[src/rtl/mux_scan_ctrl.sv]
// mux_scan_ctrl: steps a 4:1 mux select through channels 0..3 and captures z.
// Optional parity output is built when MUX_SCAN_PARITY_EN is defined.
module mux_scan_ctrl #(
    parameter int DWELL = 2
) (
    input  logic       clk,
    input  logic       rst_n,
    input  logic       start,
    input  logic       cont,
    input  logic       z,
    output logic       s1,
    output logic       s0,
    output logic [3:0] sample,
    output logic       valid,
    output logic       busy
`ifdef MUX_SCAN_PARITY_EN
    ,
    output logic       parity
`endif
);

    // Last dwell count of a channel; the edge that leaves it is the sample edge.
    localparam logic [3:0] DLAST = 4'(DWELL - 1);

    typedef enum logic {
        IDLE,
        SCAN
    } state_t;

    state_t     state;
    logic [3:0] dcnt;
    logic [1:0] ch;
    logic [3:0] shd;
    logic [3:0] frame;
    logic       last_edge;

    // The channel index is a register, so the select lines are registered too.
    assign {s1, s0} = ch;

    // Word completed by the final sample edge of a frame.
    assign frame = {z, shd[2:0]};

    // High on the edge that samples channel 3.
    assign last_edge = (dcnt == DLAST) && (ch == 2'd3);

    // Scan FSM: dwell counting, channel stepping, capture and frame output.
    always_ff @(posedge clk or negedge rst_n) begin
        if (!rst_n) begin
            state  <= IDLE;
            dcnt   <= 4'd0;
            ch     <= 2'd0;
            shd    <= 4'd0;
            sample <= 4'd0;
            valid  <= 1'b0;
            busy   <= 1'b0;
        end else begin
            valid <= 1'b0;
            unique case (state)
                IDLE: begin
                    if (start) begin
                        state <= SCAN;
                        ch    <= 2'd0;
                        dcnt  <= 4'd0;
                        busy  <= 1'b1;
                    end
                end
                SCAN: begin
                    if (dcnt != DLAST) begin
                        dcnt <= dcnt + 4'd1;
                    end else begin
                        shd[ch] <= z;
                        dcnt    <= 4'd0;
                        if (!last_edge) begin
                            ch <= ch + 2'd1;
                        end else begin
                            sample <= frame;
                            valid  <= 1'b1;
                            ch     <= 2'd0;
                            if (!cont) begin
                                state <= IDLE;
                                busy  <= 1'b0;
                            end
                        end
                    end
                end
                default: begin
                    state <= IDLE;
                    busy  <= 1'b0;
                end
            endcase
        end
    end

`ifdef MUX_SCAN_PARITY_EN
    // Parity of each published word, updated together with sample.
    always_ff @(posedge clk or negedge rst_n) begin
        if (!rst_n) begin
            parity <= 1'b0;
        end else if (state == SCAN && last_edge) begin
            parity <= ^frame;
        end
    end
`endif

endmodule

[config.mk]
export PLATFORM = sky130hd
export DESIGN_NAME = mux_scan_ctrl
export DESIGN_NICKNAME = d
export VERILOG_FILES = /design/src/rtl/mux_scan_ctrl.sv
export SDC_FILE = /design/constraint.sdc
export NUM_CORES = 1
export LEC_CHECK = 0
export CAP_MARGIN = 10
export CORE_UTILIZATION = 45
export CTS_CLUSTER_SIZE = 10
export DETAILED_ROUTE_END_ITERATION = 10
export PLACE_DENSITY = 0.72
export RECOVER_POWER = 25
export SLEW_MARGIN = 20
export SYNTH_ARGS = -nofsm -noshare
export SYNTH_HDL_FRONTEND = slang
export SYNTH_SLANG_ARGS = --single-unit
[constraint.sdc]
create_clock -name clk -period 1.7 [get_ports clk]
set_input_delay 0.17 -clock clk [delete_from_list [all_inputs] [get_ports clk]]
set_output_delay 0.17 -clock clk [all_outputs]
set_load 0.02 [all_outputs]
==> impl_metrics.prom, run 1 <==
# TYPE chip_impl_metric gauge
chip_impl_metric{name="max_capacitance_violation_count",unit=""} 0
chip_impl_metric{name="setup_viol_count_final",unit=""} 0
chip_impl_metric{name="dr.first_iter.drc_count",unit=""} 11
chip_impl_metric{name="area_enclosed_by_the_die_boundary",unit="µm²"} 1930
chip_impl_metric{name="vias",unit=""} 519
chip_impl_info{name="layout.cells.most_common_list",value="sky130_fd_sc_hd__dfrtp_1, sky130_fd_sc_hd__clkdlybuf4s50_1, sky130_fd_sc_hd__ha_1, sky130_fd_sc_hd__nand3_1"} 1
chip_impl_metric{name="final_global_route_overflow_total",unit=""} 0
chip_impl_metric{name="ioPinCount",unit=""} 13
chip_impl_metric{name="design.core.area",unit="µm²"} 1580
chip_impl_metric{name="synth_cell_types",unit=""} 21
chip_impl_metric{name="avgSynthCellArea",unit="µm²"} 12.6
chip_impl_metric{name="finalNetCount",unit=""} 91
chip_impl_metric{name="vdd.ir_drop.worst",unit="µV"} 1240
chip_impl_metric{name="worst-r2r-setup-slack",unit="ps"} 90
chip_impl_info{name="crit_path_start_kind",value="flop"} 1
chip_impl_metric{name="clkSinkCount",unit=""} 16
chip_impl_metric{name="max_stage_delay",unit="ps"} 410
chip_impl_metric{name="cts.path.max_buffers",unit=""} 2
chip_impl_metric{name="multi_input_area",unit="µm²"} 367
chip_impl_info{name="timing_worst_setup_path_type",value="reg -> reg"} 1
chip_impl_metric{name="synth_nets",unit=""} 74
chip_impl_metric{name="die-width",unit="µm"} 44.0
chip_impl_metric{name="place.gp.congestion",unit=""} 0.784
chip_impl_info{name="timing.critical_path.cells",value="inv_1 -> ha_1 -> nor3b_4 -> buf_4 -> nand3_1 -> mux2_2"} 1
chip_impl_metric{name="total_of_cells_resized_after_clock_tree_synthesis",unit=""} 0
chip_impl_metric{name="final_max_slew_viols",unit=""} 0
chip_impl_info{name="min-delay-path-class",value="in -> async"} 1
chip_impl_metric{name="portBuffers",unit=""} 12
chip_impl_info{name="worst_setup_path_end_kind",value="flop"} 1
chip_impl_metric{name="layout.area.seq",unit="µm²"} 400
chip_impl_metric{name="signal_arrival_time_at_the_worst_endpoint",unit="ps"} 1790
chip_impl_metric{name="total_power",unit="µW"} 1710
chip_impl_metric{name="grt_pass1_wl",unit="µm"} 2340
chip_impl_metric{name="dp_hpwl",unit="µm"} 902
chip_impl_metric{name="drt-vias-per-instance",unit=""} 5.46
chip_impl_info{name="layout.cells.most_common",value="sky130_fd_sc_hd__dfrtp_1"} 1
chip_impl_metric{name="total_leakage_power",unit="µW"} 0.000444
chip_impl_metric{name="post_cts_buffers",unit=""} 0
chip_impl_metric{name="setup_total_negative_slack",unit="ps"} 0
chip_impl_metric{name="powerDensity",unit="nW/µm²"} 1760
chip_impl_metric{name="cts.hold.buffers_added",unit=""} 0
chip_impl_metric{name="worst-path-max-fanout",unit=""} 7
chip_impl_metric{name="maximum_level_of_the_cts_h_tree",unit=""} 1
chip_impl_metric{name="detail_route.drc_violations",unit=""} 0
chip_impl_metric{name="whs",unit="ps"} 487
chip_impl_metric{name="count_of_buffer_and_inverter_cells_on_the_critical_path",unit=""} 2
chip_impl_metric{name="clk_latency",unit="ps"} 280
chip_impl_info{name="run_status",value="finished, final reports clean"} 1
chip_impl_info{name="tritoncts",value="built"} 1
chip_impl_metric{name="finalHoldViolCount",unit=""} 0
chip_impl_metric{name="chipHeight",unit="µm"} 44.0
chip_impl_metric{name="netlist_area",unit="µm²"} 792
chip_impl_metric{name="floorplan.rows",unit=""} 14
chip_impl_metric{name="areaGrowthSynthToFinish",unit="%"} 22.4
chip_impl_metric{name="antennaDiodeCount",unit=""} 0
chip_impl_metric{name="worst_slew_pin_slew",unit="ps"} 836
chip_impl_metric{name="cp_data_required_time",unit="ps"} 1880
chip_impl_metric{name="pin_count_of_the_biggest_net_entering_global_routing",unit=""} 17
chip_impl_metric{name="syn_inst",unit=""} 63
chip_impl_metric{name="warning_count_from_the_yosys_run",unit=""} 0
chip_impl_metric{name="postLayoutCoreUtil",unit="%"} 61.5
chip_impl_metric{name="groute.usage.overall",unit="%"} 16.8
chip_impl_metric{name="ys_ff_latch",unit=""} 16
chip_impl_metric{name="wire_per_inst",unit="µm"} 13.0
chip_impl_info{name="cts_root_buffer",value="sky130_fd_sc_hd__clkbuf_4"} 1
chip_impl_metric{name="timing.fmax",unit="MHz"} 623
chip_impl_info{name="grt_setup_unrepaired",value="no"} 1
chip_impl_info{name="critPathSlowestCell",value="sky130_fd_sc_hd__dfrtp_1"} 1
chip_impl_metric{name="detailedRoute.firstPassIterationCount",unit=""} 5
chip_impl_metric{name="initial_core_util",unit="%"} 50.2
chip_impl_metric{name="ys_seq_area_share",unit="%"} 50.6
chip_impl_metric{name="slew-limit-headroom",unit="%"} 44.3
chip_impl_metric{name="antenna_left",unit=""} 0
chip_impl_metric{name="cts_inserted_buffers",unit=""} 3
chip_impl_metric{name="fraction_of_layout_cells_with_a_size_suffix_above_1",unit="%"} 19.0
chip_impl_metric{name="antenna_found_initial",unit=""} 0
chip_impl_metric{name="final.fill_count",unit=""} 127
chip_impl_metric{name="grt_pass1_vias",unit=""} 513
chip_impl_metric{name="finalClockSkew",unit="ps"} 4.04
chip_impl_metric{name="layout_worst_path_cycle_share",unit="%"} 94.5
chip_impl_metric{name="final.min_clock_period",unit="ps"} 1610
chip_impl_info{name="cpLargestDelayFamily",value="flip-flops"} 1
chip_impl_metric{name="routed_wirelength",unit="µm"} 1240
chip_impl_metric{name="clk_transition_reported_paths",unit="ps"} 90
==> worst paths after layout <==
| check | startpoint | end | cells after the start |
|---|---|---|---|
| max | dcnt[1] | shd[1] | 6 |
| min | rst_n | shd[0] | 2 |
| max reg2reg | dcnt[1] | shd[1] | 6 |
| min reg2reg | busy | busy | 1 |
| max in group asynchronous | rst_n | shd[2] | 2 |
| min in group clk | busy | busy | 1 |
==> routing by layer <==
layer / share of wire (%) / GRT usage [%] / vias to the layer above
met5: 0 / 0 / -
met4: 1.1 / 3.64 / 0
met3: 4.7 / 6.67 / 2
met2: 43 / 24.5 / 11
met1: 51 / 23.7 / 255
li1: - / - / 251
==> cell type report <==
cell class | count | share of cell area [%]
clock buffers | 4 | 3.74
well taps | 16 | 2.06
flip-flops and latches | 16 | 41.3
repair buffers | 14 | 13.5
inverters | 4 | 1.55
multi-input cells | 41 | 37.8
==> cells in the mapped netlist <==
master | n | area, µm²
sky130_fd_sc_hd__nor2_1 | 2 | 7.51
sky130_fd_sc_hd__nand2b_1 | 2 | 12.5
sky130_fd_sc_hd__o21ai_0 | 2 | 10.0
sky130_fd_sc_hd__nor3b_4 | 1 | 18.8
sky130_fd_sc_hd__nand3_4 | 1 | 17.5
sky130_fd_sc_hd__o32ai_1 | 1 | 8.76
sky130_fd_sc_hd__nand3_1 | 5 | 25.0
sky130_fd_sc_hd__nor2b_1 | 2 | 12.5
sky130_fd_sc_hd__a22o_1 | 2 | 17.5
sky130_fd_sc_hd__o211ai_1 | 1 | 7.51
sky130_fd_sc_hd__buf_2 | 1 | 5.00
sky130_fd_sc_hd__o22a_1 | 2 | 17.5
sky130_fd_sc_hd__mux2_2 | 4 | 45.0
sky130_fd_sc_hd__nand2_1 | 4 | 15.0
sky130_fd_sc_hd__xnor2_1 | 1 | 8.76
sky130_fd_sc_hd__clkbuf_2 | 1 | 5.00
sky130_fd_sc_hd__dfrtp_1 | 16 | 400
sky130_fd_sc_hd__ha_1 | 6 | 75.1
sky130_fd_sc_hd__mux2_4 | 4 | 60.1
sky130_fd_sc_hd__o31ai_1 | 1 | 7.51
sky130_fd_sc_hd__inv_1 | 4 | 15.0
==> cell families (layout without fill, tap and decap cells) <==
logic type / count (synthesis) / count (layout) / synth area share [%]
AND/OR/NAND/NOR: 17 / 17 / 13.7
flip-flops: 16 / 16 / 50.6
AO/OA/AOI/OAI: 9 / 9 / 8.69
multiplexers: 8 / 8 / 13.3
adder cells (fa/ha/maj): 6 / 6 / 9.48
buffers and inverters: 6 / 22 / 3.16
XOR/XNOR: 1 / 1 / 1.11
==> report_power, final <==
group | internal, µW | leakage, µW | switching, µW | total (µW)
combinational | 426 | 0.000231 | 325 | 750
clock | 130 | 0.0000210 | 119 | 249
sequential | 551 | 0.000192 | 156 | 708
total | 1110 | 0.000444 | 600 | 1710
==> through the flow <==
stage	instances	instance area (µm²)	setup WS, ps
after floorplan	63	792	113
after global placement	91	937	140
after global routing	95	970	4.68
after CTS	95	973	87.4
after detailed placement	91	937	105
final	95	970	93.6
==> sequential cells by signal, summed over array words and instances (netlist names) <==
register	count
state	1
ch	2
valid	1
sample	4
busy	1
shd	3
dcnt	4
No activity file was read; power rests on OpenSTA's default activity.
==> run 2: changes to the inputs <==
- CORE_UTILIZATION: 45 -> 53
- DONT_BUFFER_PORTS: not set -> 1
- MAX_ROUTING_LAYER: not set -> met4
- PLACE_DENSITY: 0.72 -> 0.71
==> run 2 against run 1 <==
  * Combinational power shrank 29%
  * Flip-flop and latch count did not move
  * Power shrank 8.4%
  * Clock power decreased by 4%
  * Wire length decreased by 3.9%
  * Largest cell class unchanged
  * Largest power group is now registers
==> impl_metrics.prom, run 2 (same netlist as run 1, synthesis figures left out) <==
# TYPE chip_impl_metric gauge
chip_impl_metric{name="clk_latency",unit="ps"} 280
chip_impl_metric{name="multi_input_area",unit="µm²"} 367
chip_impl_metric{name="dr.first_iter.drc_count",unit=""} 6
chip_impl_info{name="critPathSlowestCell",value="sky130_fd_sc_hd__dfrtp_1"} 1
chip_impl_metric{name="initial_core_util",unit="%"} 58.7
chip_impl_info{name="layout.cells.most_common",value="sky130_fd_sc_hd__dfrtp_1"} 1
chip_impl_info{name="min-delay-path-class",value="in -> reg"} 1
chip_impl_metric{name="vias",unit=""} 475
chip_impl_info{name="regToRegStartpoint",value="dcnt[1]"} 1
chip_impl_metric{name="slew-limit-headroom",unit="%"} 51.5
chip_impl_metric{name="vdd.ir_drop.worst",unit="µV"} 953
chip_impl_metric{name="dp_hpwl",unit="µm"} 862
chip_impl_metric{name="portBuffers",unit=""} 0
chip_impl_info{name="timing_worst_setup_path_type",value="reg -> reg"} 1
chip_impl_metric{name="layout_worst_path_cycle_share",unit="%"} 94.6
chip_impl_info{name="layout.cells.most_common_list",value="sky130_fd_sc_hd__dfrtp_1, sky130_fd_sc_hd__ha_1, sky130_fd_sc_hd__nand3_1"} 1
chip_impl_metric{name="maximum_level_of_the_cts_h_tree",unit=""} 1
chip_impl_metric{name="fraction_of_layout_cells_with_a_size_suffix_above_1",unit="%"} 24.3
chip_impl_metric{name="detailedRoute.firstPassIterationCount",unit=""} 5
chip_impl_metric{name="areaGrowthSynthToFinish",unit="%"} 11.1
chip_impl_metric{name="total_leakage_power",unit="µW"} 0.000416
chip_impl_metric{name="max_stage_delay",unit="ps"} 410
chip_impl_info{name="setup.worst_path.start",value="dcnt[1]"} 1
chip_impl_metric{name="powerDensity",unit="nW/µm²"} 1780
chip_impl_info{name="cpLargestDelayFamily",value="flip-flops"} 1
chip_impl_metric{name="setup_viol_count_final",unit=""} 0
chip_impl_metric{name="design.core.area",unit="µm²"} 1350
chip_impl_metric{name="groute.usage.overall",unit="%"} 16.8
chip_impl_metric{name="setup_total_negative_slack",unit="ps"} 0
chip_impl_metric{name="worst_slew_pin_slew",unit="ps"} 726
chip_impl_metric{name="total_of_cells_resized_after_clock_tree_synthesis",unit=""} 0
chip_impl_metric{name="max_capacitance_violation_count",unit=""} 0
chip_impl_metric{name="timing.fmax",unit="MHz"} 622
chip_impl_metric{name="post_route_cell_area",unit="µm²"} 880
chip_impl_metric{name="die-width",unit="µm"} 40.7
chip_impl_metric{name="antennaDiodeCount",unit=""} 0
chip_impl_metric{name="wire_per_inst",unit="µm"} 14.0
chip_impl_metric{name="clk_transition_reported_paths",unit="ps"} 100
chip_impl_metric{name="cts_inserted_buffers",unit=""} 3
chip_impl_metric{name="layout.area.seq",unit="µm²"} 400
chip_impl_metric{name="drt-vias-per-instance",unit=""} 5.59
chip_impl_metric{name="finalClockSkew",unit="ps"} 10.7
chip_impl_metric{name="grt_pass1_vias",unit=""} 402
chip_impl_metric{name="routed_wirelength",unit="µm"} 1190
chip_impl_metric{name="placement_stage_cell_area",unit="µm²"} 816
chip_impl_metric{name="final_max_slew_viols",unit=""} 0
chip_impl_metric{name="signal_arrival_time_at_the_worst_endpoint",unit="ps"} 1770
chip_impl_metric{name="chipHeight",unit="µm"} 40.7
chip_impl_info{name="crit_path_start_kind",value="flop"} 1
chip_impl_metric{name="antenna_left",unit=""} 0
chip_impl_info{name="worstSetupEndpoint",value="ch[0]"} 1
chip_impl_metric{name="ioPinCount",unit=""} 13
chip_impl_metric{name="final_global_route_overflow_total",unit=""} 0
chip_impl_info{name="worst_setup_path_end_kind",value="flop"} 1
chip_impl_metric{name="total_power",unit="µW"} 1560
chip_impl_metric{name="final.fill_count",unit=""} 96
chip_impl_metric{name="worst-r2r-setup-slack",unit="ps"} 90
chip_impl_info{name="timing.critical_path.cells",value="inv_1 -> ha_1 -> nor3b_4 -> buf_4 -> mux2_2 -> a22o_1"} 1
chip_impl_metric{name="grt_pass1_wl",unit="µm"} 1730
chip_impl_metric{name="worst-path-max-fanout",unit=""} 4
chip_impl_info{name="tritoncts",value="built"} 1
chip_impl_metric{name="place.gp.congestion",unit=""} 0.769
chip_impl_metric{name="cp_data_required_time",unit="ps"} 1860
chip_impl_metric{name="finalHoldViolCount",unit=""} 0
chip_impl_metric{name="finalNetCount",unit=""} 82
chip_impl_info{name="run_status",value="finished, final reports clean"} 1
chip_impl_metric{name="numPlacedInstances",unit=""} 78
chip_impl_metric{name="area_enclosed_by_the_die_boundary",unit="µm²"} 1650
chip_impl_info{name="grt_setup_unrepaired",value="no"} 1
chip_impl_metric{name="cts.path.max_buffers",unit=""} 2
chip_impl_metric{name="layoutNonFillerInstCount",unit=""} 85
chip_impl_metric{name="r2r_cells",unit=""} 6
chip_impl_info{name="terminus_of_the_critical_flop_to_flop_path",value="ch[0]"} 1
chip_impl_metric{name="count_of_buffer_and_inverter_cells_on_the_critical_path",unit=""} 2
chip_impl_metric{name="clkSinkCount",unit=""} 16
chip_impl_info{name="reg_top3",value="dcnt x4, sample x4, shd x3"} 1
chip_impl_metric{name="pin_count_of_the_biggest_net_entering_global_routing",unit=""} 17
chip_impl_info{name="cts_root_buffer",value="sky130_fd_sc_hd__clkbuf_4"} 1
chip_impl_metric{name="postLayoutCoreUtil",unit="%"} 65.2
chip_impl_metric{name="path_depth",unit=""} 6
chip_impl_metric{name="antenna_found_initial",unit=""} 0
chip_impl_metric{name="final.min_clock_period",unit="ps"} 1610
chip_impl_metric{name="detail_route.drc_violations",unit=""} 0
chip_impl_metric{name="floorplan.rows",unit=""} 13
-- run 2: cell types whose count changed in the layout (fill, tap and decap cells not counted), sizes merged --
| cell | previous run | this run |
|---|---|---|
| buf | 1 | 3 |
| dlygate4sd3 | 1 | 2 |
| clkbuf | 5 | 4 |
| clkdlybuf4s50 | 11 | 0 |
-- run 2: repair_timing --
item / in CTS / in global routing
hold buffers: 2 / 0
setup endpoints to repair: 0 / 3
buffers inserted: 0 / 1
endpoints found under the hold margin: 17 / 0
-- run 2: cell type report --
class                           instances  share of cell area [%]
Timing Repair Buffer                    5                    4.84
Tap cell                               15                    2.13
Clock buffer                            4                    4.13
Sequential cell                        16                    45.5
Multi-Input combinational cell         41                    41.7
Inverter                                4                    1.71
-- run 2: worst min-delay path by stage --
stage,startpoint,to,slack (ps),depth (start not counted)
after floorplan,rst_n,busy,-130,0
final,cont,state,30,1
after global placement,rst_n,state,-130,0
after global routing,z,sample[3],30,1
after CTS,cont,busy,30,1
after detailed placement,rst_n,state,-130,0
-- run 2: per-stage QoR --
step / hold WS (ps) / worst slack [ps]
after floorplan: -126 / 113
after global placement: -125 / 102
after detailed placement: -125 / 65.9
after CTS: 31.0 / 44.4
after global routing: 29.6 / 39.3
final: 31.6 / 91.5
-- run 2: report_power, final --
part,leakage (µW),switching [µW],internal [µW]
logic,0.000203,219,314
registers,0.000192,239,551
clock network,0.0000210,110,130
total,0.000416,569,995
-- run 2: routing by layer --
layer  wire [µm]  global-route usage (%)
met1         601                    23.3
met2         534                    23.4
met3          49                    3.80
met4           5                    7.50
met5           0                       -
